<file path="src/rtl/dcache_nb_if.sv">
// rtl/dcache_nb_if.sv - LSQ/Dmem bus bundle for the non-blocking data cache
interface dcache_nb_if;
    logic [1:0]  proc2Dcache_command;
    logic [63:0] proc2Dcache_addr;
    logic [63:0] proc2Dcache_data;
    logic [3:0]  Dmem2Dcache_response;
    logic [3:0]  Dmem2Dcache_tag;
    logic [63:0] Dmem2Dcache_data;
    logic [1:0]  Dcache2Dmem_command;
    logic [63:0] Dcache2Dmem_addr;
    logic [63:0] Dcache2Dmem_data;
    logic        Dcache2proc_valid;
    logic [63:0] Dcache2proc_data;
    logic [3:0]  Dcache2proc_response;
    logic [3:0]  Dcache2proc_tag;

    modport slave (
        input  proc2Dcache_command, proc2Dcache_addr, proc2Dcache_data,
        input  Dmem2Dcache_response, Dmem2Dcache_tag, Dmem2Dcache_data,
        output Dcache2Dmem_command, Dcache2Dmem_addr, Dcache2Dmem_data,
        output Dcache2proc_valid, Dcache2proc_data, Dcache2proc_response, Dcache2proc_tag
    );

    modport master (
        output proc2Dcache_command, proc2Dcache_addr, proc2Dcache_data,
        output Dmem2Dcache_response, Dmem2Dcache_tag, Dmem2Dcache_data,
        input  Dcache2Dmem_command, Dcache2Dmem_addr, Dcache2Dmem_data,
        input  Dcache2proc_valid, Dcache2proc_data, Dcache2proc_response, Dcache2proc_tag
    );
endinterface

</file>
<file path="src/rtl/dcache_nb.sv">
// rtl/dcache_nb.sv - non-blocking N-way write-through data cache with MSHR table
module dcache_nb #(
    parameter int NUM_SETS   = 16,
    parameter int NUM_WAYS   = 2,
    parameter int MSHR_DEPTH = 8,
    parameter int ADDR_BITS  = 16
) (
    input  logic  clock,
    input  logic  reset,
    dcache_nb_if.slave bus
);
    localparam int IDX_BITS = $clog2(NUM_SETS);
    localparam int TAG_BITS = ADDR_BITS - IDX_BITS - 3;
    localparam int WAY_BITS = (NUM_WAYS > 1) ? $clog2(NUM_WAYS) : 1;
    localparam int MI_BITS  = (MSHR_DEPTH > 1) ? $clog2(MSHR_DEPTH) : 1;

    typedef logic [IDX_BITS-1:0] idx_t;
    typedef logic [TAG_BITS-1:0] tag_t;
    typedef logic [WAY_BITS-1:0] way_t;
    typedef logic [MI_BITS-1:0]  mi_t;

    logic [NUM_WAYS-1:0]   r_valid [NUM_SETS];
    tag_t                  r_tag   [NUM_SETS][NUM_WAYS];
    logic [63:0]           r_data  [NUM_SETS][NUM_WAYS];
    way_t                  r_ptr   [NUM_SETS];
    logic [MSHR_DEPTH-1:0] r_m_valid;
    logic [MSHR_DEPTH-1:0] r_m_stale;
    logic [3:0]            r_m_ticket [MSHR_DEPTH];
    idx_t                  r_m_idx    [MSHR_DEPTH];
    tag_t                  r_m_tag    [MSHR_DEPTH];

    function automatic way_t ptr_next(input way_t p);
        return (NUM_WAYS == 1) ? '0 : p + way_t'(1);
    endfunction

    // Lowest-numbered invalid way wins; only a full set falls back to the pointer.
    function automatic way_t pick_victim(input logic [NUM_WAYS-1:0] v, input way_t p);
        way_t r = p;
        for (int w = NUM_WAYS - 1; w >= 0; w--)
            if (!v[w]) r = way_t'(w);
        return r;
    endfunction

    logic        w_load, w_store, w_hit, w_cpl, w_free_found;
    logic        w_miss_req, w_mshr_alloc, w_st_acc, w_st_alloc;
    logic        w_same_set, w_f_present, w_fill;
    idx_t        w_idx, w_f_idx;
    tag_t        w_tag, w_f_tag;
    way_t        w_hit_way, w_st_way, w_f_ptr, w_f_way;
    mi_t         w_cpl_slot, w_free_slot;
    logic [NUM_WAYS-1:0] w_f_valid;
    logic [1:0]  w_cmd;

    always_comb begin
        w_load  = bus.proc2Dcache_command == 2'd1;
        w_store = bus.proc2Dcache_command == 2'd2;
        w_idx   = bus.proc2Dcache_addr[IDX_BITS+2:3];
        w_tag   = bus.proc2Dcache_addr[ADDR_BITS-1:IDX_BITS+3];

        w_hit     = 1'b0;
        w_hit_way = '0;
        for (int w = 0; w < NUM_WAYS; w++) begin
            if (r_valid[w_idx][w] && r_tag[w_idx][w] == w_tag) begin
                w_hit     = 1'b1;
                w_hit_way = way_t'(w);
            end
        end

        w_cpl      = 1'b0;
        w_cpl_slot = '0;
        for (int m = MSHR_DEPTH - 1; m >= 0; m--) begin
            if (r_m_valid[m] && bus.Dmem2Dcache_tag != 4'd0 && r_m_ticket[m] == bus.Dmem2Dcache_tag) begin
                w_cpl      = 1'b1;
                w_cpl_slot = mi_t'(m);
            end
        end

        // The entry retiring this cycle counts as free, so a full table still accepts a miss.
        w_free_found = 1'b0;
        w_free_slot  = '0;
        for (int m = MSHR_DEPTH - 1; m >= 0; m--) begin
            if (!r_m_valid[m] || (w_cpl && w_cpl_slot == mi_t'(m))) begin
                w_free_found = 1'b1;
                w_free_slot  = mi_t'(m);
            end
        end

        w_miss_req   = w_load && !w_hit && w_free_found;
        w_mshr_alloc = w_miss_req && bus.Dmem2Dcache_response != 4'd0;
        w_st_acc     = w_store && bus.Dmem2Dcache_response != 4'd0;
        w_st_alloc   = w_st_acc && !w_hit;
        w_st_way     = w_hit ? w_hit_way : pick_victim(r_valid[w_idx], r_ptr[w_idx]);

        // The fill sees the set as the same-cycle store leaves it.
        w_f_idx     = r_m_idx[w_cpl_slot];
        w_f_tag     = r_m_tag[w_cpl_slot];
        w_same_set  = w_st_alloc && w_f_idx == w_idx;
        w_f_present = 1'b0;
        w_f_valid   = '0;
        for (int w = 0; w < NUM_WAYS; w++) begin
            if (w_same_set && w_st_way == way_t'(w)) begin
                w_f_valid[w] = 1'b1;
                if (w_tag == w_f_tag) w_f_present = 1'b1;
            end else begin
                w_f_valid[w] = r_valid[w_f_idx][w];
                if (r_valid[w_f_idx][w] && r_tag[w_f_idx][w] == w_f_tag) w_f_present = 1'b1;
            end
        end
        w_f_ptr = w_same_set ? ptr_next(r_ptr[w_f_idx]) : r_ptr[w_f_idx];
        w_f_way = pick_victim(w_f_valid, w_f_ptr);
        w_fill  = w_cpl && !r_m_stale[w_cpl_slot] && !w_f_present;

        w_cmd = w_store ? 2'd2 : (w_miss_req ? 2'd1 : 2'd0);
    end

    assign bus.Dcache2Dmem_command  = reset ? w_cmd : 2'd0;
    assign bus.Dcache2Dmem_addr     = (reset && w_cmd != 2'd0) ? {bus.proc2Dcache_addr[63:3], 3'b000} : 64'd0;
    assign bus.Dcache2Dmem_data     = (reset && w_store) ? bus.proc2Dcache_data : 64'd0;
    assign bus.Dcache2proc_valid    = reset && w_load && w_hit && !w_cpl;
    assign bus.Dcache2proc_data     = !reset ? 64'd0 :
                                      w_cpl ? bus.Dmem2Dcache_data :
                                      (w_load && w_hit) ? r_data[w_idx][w_hit_way] : 64'd0;
    assign bus.Dcache2proc_response = (reset && (w_store || w_miss_req)) ? bus.Dmem2Dcache_response : 4'd0;
    assign bus.Dcache2proc_tag      = (reset && w_cpl) ? bus.Dmem2Dcache_tag : 4'd0;

    always_ff @(posedge clock or negedge reset) begin
        if (!reset) begin
            for (int s = 0; s < NUM_SETS; s++) begin
                r_valid[s] <= '0;
                r_ptr[s]   <= '0;
            end
            r_m_valid <= '0;
            r_m_stale <= '0;
        end else begin
            if (w_st_acc) begin
                for (int m = 0; m < MSHR_DEPTH; m++)
                    if (r_m_valid[m] && r_m_idx[m] == w_idx && r_m_tag[m] == w_tag)
                        r_m_stale[m] <= 1'b1;
                if (w_st_alloc) begin
                    r_valid[w_idx][w_st_way] <= 1'b1;
                    r_ptr[w_idx]             <= ptr_next(r_ptr[w_idx]);
                end
            end
            if (w_cpl) r_m_valid[w_cpl_slot] <= 1'b0;
            // Later assignments to the same set deliberately override the store's update.
            if (w_fill) begin
                r_valid[w_f_idx][w_f_way] <= 1'b1;
                r_ptr[w_f_idx]            <= ptr_next(w_f_ptr);
            end
            if (w_mshr_alloc) begin
                r_m_valid[w_free_slot] <= 1'b1;
                r_m_stale[w_free_slot] <= 1'b0;
            end
        end
    end

    always_ff @(posedge clock) begin
        if (reset) begin
            if (w_st_acc) begin
                r_data[w_idx][w_st_way] <= bus.proc2Dcache_data;
                if (w_st_alloc) r_tag[w_idx][w_st_way] <= w_tag;
            end
            if (w_fill) begin
                r_data[w_f_idx][w_f_way] <= bus.Dmem2Dcache_data;
                r_tag[w_f_idx][w_f_way]  <= w_f_tag;
            end
            if (w_mshr_alloc) begin
                r_m_ticket[w_free_slot] <= bus.Dmem2Dcache_response;
                r_m_idx[w_free_slot]    <= w_idx;
                r_m_tag[w_free_slot]    <= w_tag;
            end
        end
    end
endmodule

</file>
<file path="src/flat_wrapper.sv">
// flat-port wrapper written by rule: the top's interface ports become plain ports
module dcache_nb_flat 
#(
    parameter int NUM_SETS   = 16,
    parameter int NUM_WAYS   = 2,
    parameter int MSHR_DEPTH = 8,
    parameter int ADDR_BITS  = 16
)
  (clock, reset, bus_proc2Dcache_command, bus_proc2Dcache_addr, bus_proc2Dcache_data, bus_Dmem2Dcache_response, bus_Dmem2Dcache_tag, bus_Dmem2Dcache_data, bus_Dcache2Dmem_command, bus_Dcache2Dmem_addr, bus_Dcache2Dmem_data, bus_Dcache2proc_valid, bus_Dcache2proc_data, bus_Dcache2proc_response, bus_Dcache2proc_tag);
  dcache_nb_if bus_i ();
  input  logic clock;
  input  logic reset;
  input wire logic [$bits(bus_i.proc2Dcache_command)-1:0] bus_proc2Dcache_command;
  input wire logic [$bits(bus_i.proc2Dcache_addr)-1:0] bus_proc2Dcache_addr;
  input wire logic [$bits(bus_i.proc2Dcache_data)-1:0] bus_proc2Dcache_data;
  input wire logic [$bits(bus_i.Dmem2Dcache_response)-1:0] bus_Dmem2Dcache_response;
  input wire logic [$bits(bus_i.Dmem2Dcache_tag)-1:0] bus_Dmem2Dcache_tag;
  input wire logic [$bits(bus_i.Dmem2Dcache_data)-1:0] bus_Dmem2Dcache_data;
  output wire logic [$bits(bus_i.Dcache2Dmem_command)-1:0] bus_Dcache2Dmem_command;
  output wire logic [$bits(bus_i.Dcache2Dmem_addr)-1:0] bus_Dcache2Dmem_addr;
  output wire logic [$bits(bus_i.Dcache2Dmem_data)-1:0] bus_Dcache2Dmem_data;
  output wire logic [$bits(bus_i.Dcache2proc_valid)-1:0] bus_Dcache2proc_valid;
  output wire logic [$bits(bus_i.Dcache2proc_data)-1:0] bus_Dcache2proc_data;
  output wire logic [$bits(bus_i.Dcache2proc_response)-1:0] bus_Dcache2proc_response;
  output wire logic [$bits(bus_i.Dcache2proc_tag)-1:0] bus_Dcache2proc_tag;
  assign bus_i.proc2Dcache_command = bus_proc2Dcache_command;
  assign bus_i.proc2Dcache_addr = bus_proc2Dcache_addr;
  assign bus_i.proc2Dcache_data = bus_proc2Dcache_data;
  assign bus_i.Dmem2Dcache_response = bus_Dmem2Dcache_response;
  assign bus_i.Dmem2Dcache_tag = bus_Dmem2Dcache_tag;
  assign bus_i.Dmem2Dcache_data = bus_Dmem2Dcache_data;
  assign bus_Dcache2Dmem_command = bus_i.Dcache2Dmem_command;
  assign bus_Dcache2Dmem_addr = bus_i.Dcache2Dmem_addr;
  assign bus_Dcache2Dmem_data = bus_i.Dcache2Dmem_data;
  assign bus_Dcache2proc_valid = bus_i.Dcache2proc_valid;
  assign bus_Dcache2proc_data = bus_i.Dcache2proc_data;
  assign bus_Dcache2proc_response = bus_i.Dcache2proc_response;
  assign bus_Dcache2proc_tag = bus_i.Dcache2proc_tag;
  dcache_nb #(.NUM_SETS(NUM_SETS), .NUM_WAYS(NUM_WAYS), .MSHR_DEPTH(MSHR_DEPTH), .ADDR_BITS(ADDR_BITS)) u_core (.clock(clock), .reset(reset), .bus(bus_i));
endmodule
</file>
<file path="config.mk">
export PLATFORM = sky130hd
export DESIGN_NAME = dcache_nb_flat
export DESIGN_NICKNAME = d
export VERILOG_FILES = /design/src/rtl/dcache_nb_if.sv /design/src/rtl/dcache_nb.sv /design/src/flat_wrapper.sv
export SDC_FILE = /design/constraint.sdc
export NUM_CORES = 2
export LEC_CHECK = 0
export CAP_MARGIN = 20
export CORE_MARGIN = 4
export CORE_UTILIZATION = 57
export DETAILED_ROUTE_END_ITERATION = 16
export GPL_TIMING_DRIVEN = 0
export PLACE_DENSITY_LB_ADDON = 0.08
export SLEW_MARGIN = 20
export SYNTH_ARGS = -nofsm -noshare
export SYNTH_HDL_FRONTEND = slang
export SYNTH_SLANG_ARGS = --single-unit
</file>
<file path="constraint.sdc">
create_clock -name clock -period 7.6 [get_ports clock]
set_clock_uncertainty 0.05 [all_clocks]
set_input_delay 1.9 -clock clock [delete_from_list [all_inputs] [get_ports clock]]
set_output_delay 1.9 -clock clock [all_outputs]
set_load 0.03 [all_outputs]
</file>
# --- Yosys cells after proc, flatten, opt, wreduce, memory -nomap -nowiden ---
# Memory sizes are Yosys's and may differ from the RTL's.
# Index checks and enable logic that the tools add are counted.
totals:
  reg_bits: 64
  latch_bits: 0
  mem_bits_rw: 2472
  rom_bits: 0
  memories: 5
mem_list:
  columns: ["memory", "depth", "width", "read_ports", "rd_clocked_by_memory_dff", "write_ports", "line", "rtl"]
  rows:
  - ["u_core.r_data", 16, 128, 1, 0, 2, "dcache_nb.sv:24", "logic [63:0] r_data [NUM_SETS][NUM_WAYS];"]
  - ["u_core.r_tag", 16, 18, 2, 0, 2, "dcache_nb.sv:23", "tag_t r_tag [NUM_SETS][NUM_WAYS];"]
  - ["u_core.r_m_tag", 8, 9, 9, 0, 1, "dcache_nb.sv:30", "tag_t r_m_tag [MSHR_DEPTH];"]
  - ["u_core.r_m_idx", 8, 4, 9, 0, 1, "dcache_nb.sv:29", "idx_t r_m_idx [MSHR_DEPTH];"]
  - ["u_core.r_m_ticket", 8, 4, 8, 0, 1, "dcache_nb.sv:28", "logic [3:0] r_m_ticket [MSHR_DEPTH];"]
op_classes:
  n_addsub: 3
  mul: 0
  div: 0
  n_lt_le_gt_ge: 17
  eq_ne: 39
  shifts: 0
  mux: 134
  n_bitwise: 13
  reduce_logical: 95
op_table:
  columns: ["cell", "n"]
  rows:
  - ["two-way mux 64 bit", 10]
  - ["two-way mux 128 bit", 2]
  - ["demux 64 bit (select 1 bit)", 2]
  - ["== test 9 bit", 13]
  - ["two-way mux 32 bit", 3]
  - ["logical AND 1 bit", 70]
  - ["== test 4 bit", 17]
  - ["OR 32 bit", 2]
  - ["two-way mux 1 bit", 63]
  - ["two-way mux 16 bit", 3]
  - ["two-way mux 3 bit", 16]
  - ["two-way mux 18 bit", 2]
  - ["bitwise mux 16 bit", 2]
  - ["two-way mux 8 bit", 4]
  - ["demux 9 bit (select 1 bit)", 2]
  - ["two-way mux 9 bit", 2]
  - ["bitwise AND 8 bit", 2]
  - ["binary-select mux 2 bit (select 4 bit)", 2]
  - ["demux 2 bit (select 4 bit)", 2]
  - ["two-way mux 2 bit", 8]
  - ["NOT 8 bit", 2]
  - ["== test 3 bit (second input constant)", 4]
  - ["zero test 1 bit", 12]
  - ["greater-or-equal comparator 5 bit (second input constant)", 2]
  - ["other kinds (26)", 54]

# --- Longest topological paths before layout ---
depth:
  depth_word: 29
  mapped_depth: 27

# --- Least setup slack after synthesis ---
# OpenSTA, ideal clock, no wires.
synth_timing:
  kind: "in2reg"
  start: "input bus_proc2Dcache_addr[3]"
  end: "memory u_core.r_data[15][0] in the netlist's numbering, enable pin"
  setup_time_ns: 0.575
  arrival_time_ns: 9.494
  setup_slack_ns: -2.519
  path_stages: 12
  path_buffers: 5
  cell_sequence: "buf_2 > buf_2 > buf_2 > mux4_2 > mux4_2 > xnor2_1 > nand4_1 > nor4_1 > nor2b_1 > clkbuf_1 > clkbuf_1 > o21ai_0"
synth_rtl:
  columns: ["item", "line", "rtl"]
  rows:
  - ["start, declared", "flat_wrapper.sv:14", "input wire logic [$bits(bus_i.proc2Dcache_addr)-1:0] bus_proc2Dcache_addr;"]
  - ["end, declared", "dcache_nb.sv:24", null]

# --- Final worst setup path ---
layout_timing:
  start: "input bus_proc2Dcache_addr[3]"
  end: "output bus_Dcache2proc_data[24]"
layout_between:
  elab_chain_cells: 13
layout_rtl:
  columns: ["item", "line", "rtl"]
  rows:
  - ["branches (longest 10 deep; another with memory (16 x 18 bit))", null, null]
  - ["two-way mux 64 bit *", "dcache_nb.sv:122", "(w_load && w_hit) ? r_data[w_idx][w_hit_way] : 64'd0;"]
  - ["two-way mux 64 bit *", "dcache_nb.sv:121", "w_cpl ? bus.Dmem2Dcache_data :"]
  - ["two-way mux 64 bit *", "dcache_nb.sv:120", "assign bus.Dcache2proc_data = !reset ? 64'd0 :"]
  - ["end, declared", "flat_wrapper.sv:23", "output wire logic [$bits(bus_i.Dcache2proc_data)-1:0] bus_Dcache2proc_data;"]
# Every way passes the cells marked *. The select of a mux whose other input is x is not followed.

==> results.py <==
metrics = {
    "die": {
        "core_area_um2": 238000,
        "fp-row-count": 179,
        "die_h_um": 497,
        "top_level_ports": 407,
        "die_w_um": 497,
        "die_area_um2": 247000,
        "initial_core_util_pct": 57.3,
    },
    "sta": {
        "timing.final.crit_period_ps": 8180,
        "setup_slack_ps": -578,
        "rsz0062_at_grt": "true",
        "setup_viol": 732,
        "timing.fmax_mhz": 122,
        "hold_viol_final": 0,
        "final.period_utilization_pct": 108,
        "slew_headroom_pct": 19.3,
        "drv_slew": 0,
        "tightest_slew_ps": 1210,
    },
    "critical_path": {
        "cp_max_fo": 10,
        "path_cells": "buf_12 > buf_12 > buf_16 > buf_16 > clkbuf_2 > clkbuf_2 > buf_2 > mux4_2 > mux4_2 > mux2i_1 > o21ai_4 > buf_4",
        "crit_slowest_cell": "clkbuf_2",
        "required_ps": 5650,
        "arrival_ps": 6230,
        "path_class": "input port to output pin",
        "slowest_delay_ps": 750,
        "cp_top_family": "buffers and inverters",
        "crit_buf_inv": 8,
        "end_kind": "output pin",
        "worstSetupStartpointType": "input port",
    },
    "detailed_routing": {
        "avgRoutedWirePerCell_um": 48.4,
        "drc": 0,
        "routed_via_density": 7.70,
        "ant_nets": 0,
        "drt_wl_total_um": 622000,
        "drt_pre_antenna_iters": 9,
        "drtIter0Drc": 18600,
        "vias": 99100,
    },
    "logic_synthesis": {
        "syn-cell-area_um2": 136000,
        "yosysTopAreaCell": "edfxtp_1",
        "avgSynthCellArea_um2": 16.4,
        "yosys_register_bits": 2536,
        "synth_area_leaders": "edfxtp_1, mux4_2, mux2_2",
        "ys_seq_area_share_pct": 55.7,
        "synthFlopType": "edfxtp_1",
        "async_flop_share_pct": 2.52,
        "yosysTopAreaCellShare_pct": 54.5,
        "synth_edf_count": 2472,
        "yosysUniqueCellTypes": 87,
        "synthCells": 8315,
        "yosys_warnings": 0,
    },
    "power": {
        "p_total_mw": 37.1,
        "vdd_ir_drop_max_uv": 228,
        "p_int_mw": 26.1,
        "seqPwrFrac_pct": 43.0,
        "p_per_area_nw_per_um2": 226,
        "swShare_pct": 29.6,
        "switching_power_mw": 11.0,
        "p_leak_nw": 56.1,
        "power_frac_comb_pct": 19.9,
        "p_clk_share_pct": 37.1,
    },
    "placed_design": {
        "place_area_um2": 151000,
        "placed_cells": 12100,
        "io_buffers": 399,
        "dp_hpwl_um": 426000,
        "place_congestion": 1.07,
    },
    "grt": {
        "first_global_vias": 93500,
        "grt_antenna_before_repair": 65,
        "overflow": 0,
        "grt_pass1_wl_um": 825000,
        "track_usage_pct": 49.5,
        "grt_max_degree": 65,
    },
    "run_status": {
        "violations": "setup timing",
        "status": "finished, violations left",
    },
    "clock_network": {
        "cts_buffer_depth": 4,
        "cts-root-buf": "clkbuf_16",
        "numCtsBuffers": 296,
        "clock_latency_ps": 960,
        "cts_max_level": 5,
        "cts_tree": "done",
        "clock_sinks": 2536,
        "clk_pin_slew_ps": 60,
        "postCtsHoldBufs": 0,
    },
    "layout": {
        "fill_cells": 15900,
        "final_cells": 12900,
        "final_area_um2": 164000,
        "area_delta_synth_final_pct": 20.4,
        "final_net_count": 9627,
        "final_layout_size_suffix_gt1_share_pct": 44.1,
    },
    "hold_path": {
        "worstHoldPathType": "register to register",
    },
    "flow_run": {
        "maxCapViolCount": 0,
    },
}
[layer usage]
layer	track usage, %	vias up	part of all wire [%]
met2	67.5	10800	41
met5	0.849	-	0.057
li1	-	35300	-
met4	33.5	21	8.8
met3	23.3	2727	17
met1	62.6	50200	33
[area by class of cell]
type	count	area [um2]	area share, %
diodes	76	190	0.116
clock buffers	362	7770	4.74
clock inverters	132	1080	0.660
plain buffers	1034	6850	4.18
multi-input cells	4734	57100	34.8
repair buffers	816	11200	6.84
inverters	5	18.8	0.0114
flip-flops and latches	2536	75800	46.2
well taps	3167	3960	2.42
[cell usage after synthesis (8+ instances only)]
library cell,count
buf_2,167
and2_1,77
mux2_4,382
xnor2_1,163
or4_1,30
o21ai_1,15
nand4_1,37
buf_6,114
a211oi_1,50
edfxtp_1,2472
a311oi_1,27
nand2b_1,8
mux2_2,1382
and3_1,59
nor3_1,31
o21ai_0,162
clkbuf_1,650
nand3_1,51
a31oi_1,29
dfrtp_1,64
mux2_1,576
mux4_2,746
a21oi_1,64
buf_4,53
o22ai_1,18
or3_1,10
buf_1,56
a32oi_1,16
o21bai_1,23
nor4_1,18
nand2_1,332
nor2b_1,69
mux2i_1,141
xor2_1,23
a32o_1,9
nor2_1,69
[power groups by stage]
stage / registers (mW) / clock network (mW) / logic, mW
3_5_place_dp: 16.2 / 0 / 6.43
3_3_place_gp: 16.3 / 0 / 6.08
5_1_grt: 16.0 / 14.2 / 7.42
2_1_floorplan: 16.1 / 0 / 3.55
4_1_cts: 16.0 / 13.6 / 6.85
6_report: 16.0 / 13.8 / 7.40
[kinds of logic after synthesis]
logic type | count (synthesis) | share of synthesized area (%)
mux | 3227 | 33.8
compound gates | 488 | 2.39
flops | 2536 | 55.7
simple gates | 830 | 3.14
buf+inv | 1047 | 3.83
xor+xnor | 186 | 1.20
other cells | 1 | 0.00275
[per-stage QoR]
stage	setup slack (ps)	utilization [%]	hold WS, ps	setup TNS (ps)
2_1_floorplan	-964	-	402	-763400
3_3_place_gp	-12570	60.7	425	-
3_5_place_dp	-4580	63.4	434	-
4_1_cts	-365	68.5	447	-174390
5_1_grt	-520	68.9	466	-71830
6_report	-578	69.0	448	-73730
[worst register-to-register path, cell delays in order (launching register included)]
cell,delay [ps]
edfxtp_1,380
or2_2,290
o21ai_2,310
a22oi_2,180
a211o_4,390
buf_4,200
mux2_4,240
o221ai_4,100
buf_12,180
nor2_1,150
buf_6,230
buf_6,260
mux2i_2,300
o211ai_1,140
o311ai_2,110
o31ai_2,120
xnor2_1,210
and3_1,270
a31o_2,310
buf_6,160
buf_12,160
nor4_4,660
buf_6,290
buf_2,550
mux2_2,400
[path summary, 6_finish.rpt]
path | startpoint | to | cells past startpoint | slack (ps)
setup / recovery | bus_proc2Dcache_addr[3] | bus_Dcache2proc_data[24] | 12 | -580
hold / removal | u_core.r_m_stale[1] | u_core.r_m_stale[1] | 1 | 450
max in group asynchronous | reset | u_core.r_valid[6] | 2 | 6090
setup reg to reg | u_core.r_m_ticket[5][3] | u_core.r_data[13][124] | 24 | 690
min in group asynchronous | reset | u_core.r_m_valid[2] | 1 | 760
hold reg to reg | u_core.r_m_stale[1] | u_core.r_m_stale[1] | 1 | 450
[sequential cells by signal, indices dropped and copies added, names as in the netlist]
register	count
u_core.r_data	2048
u_core.r_tag	288
u_core.r_m_tag	72
u_core.r_m_idx	32
u_core.r_m_ticket	32
u_core.r_valid	32
u_core.r_ptr	16
u_core.r_m_stale	8
u_core.r_m_valid	8
[cells in the final DEF, fill, tap and decap left out, types with 54 or more instances in the layout]
cell	count
nor2_1	57
clkbuf_2	102
buf_2	137
edfxtp_1	2472
mux2i_1	139
mux4_2	746
buf_16	159
and2_1	77
clkdlybuf4s50_1	261
clkinv_1	65
diode_2	76
dfrtp_1	64
nor2b_1	69
buf_6	196
clkbuf_1	544
xnor2_1	155
clkbuf_16	310
a21oi_1	60
mux2_4	382
nand2_1	326
mux2_2	1382
buf_4	244
o21ai_4	54
mux2_1	576
buf_12	93
o21ai_0	57
[timing repair]
| item | CTS | global route |
|---|---|---|
| cloned | 3 | 2 |
| pin swaps | 52 | 21 |
| setup buffers | 114 | 42 |
| resized for setup | 1217 | 246 |
| endpoints found under the setup margin | 5048 | 4768 |
(Power assumes the default switching activity.)
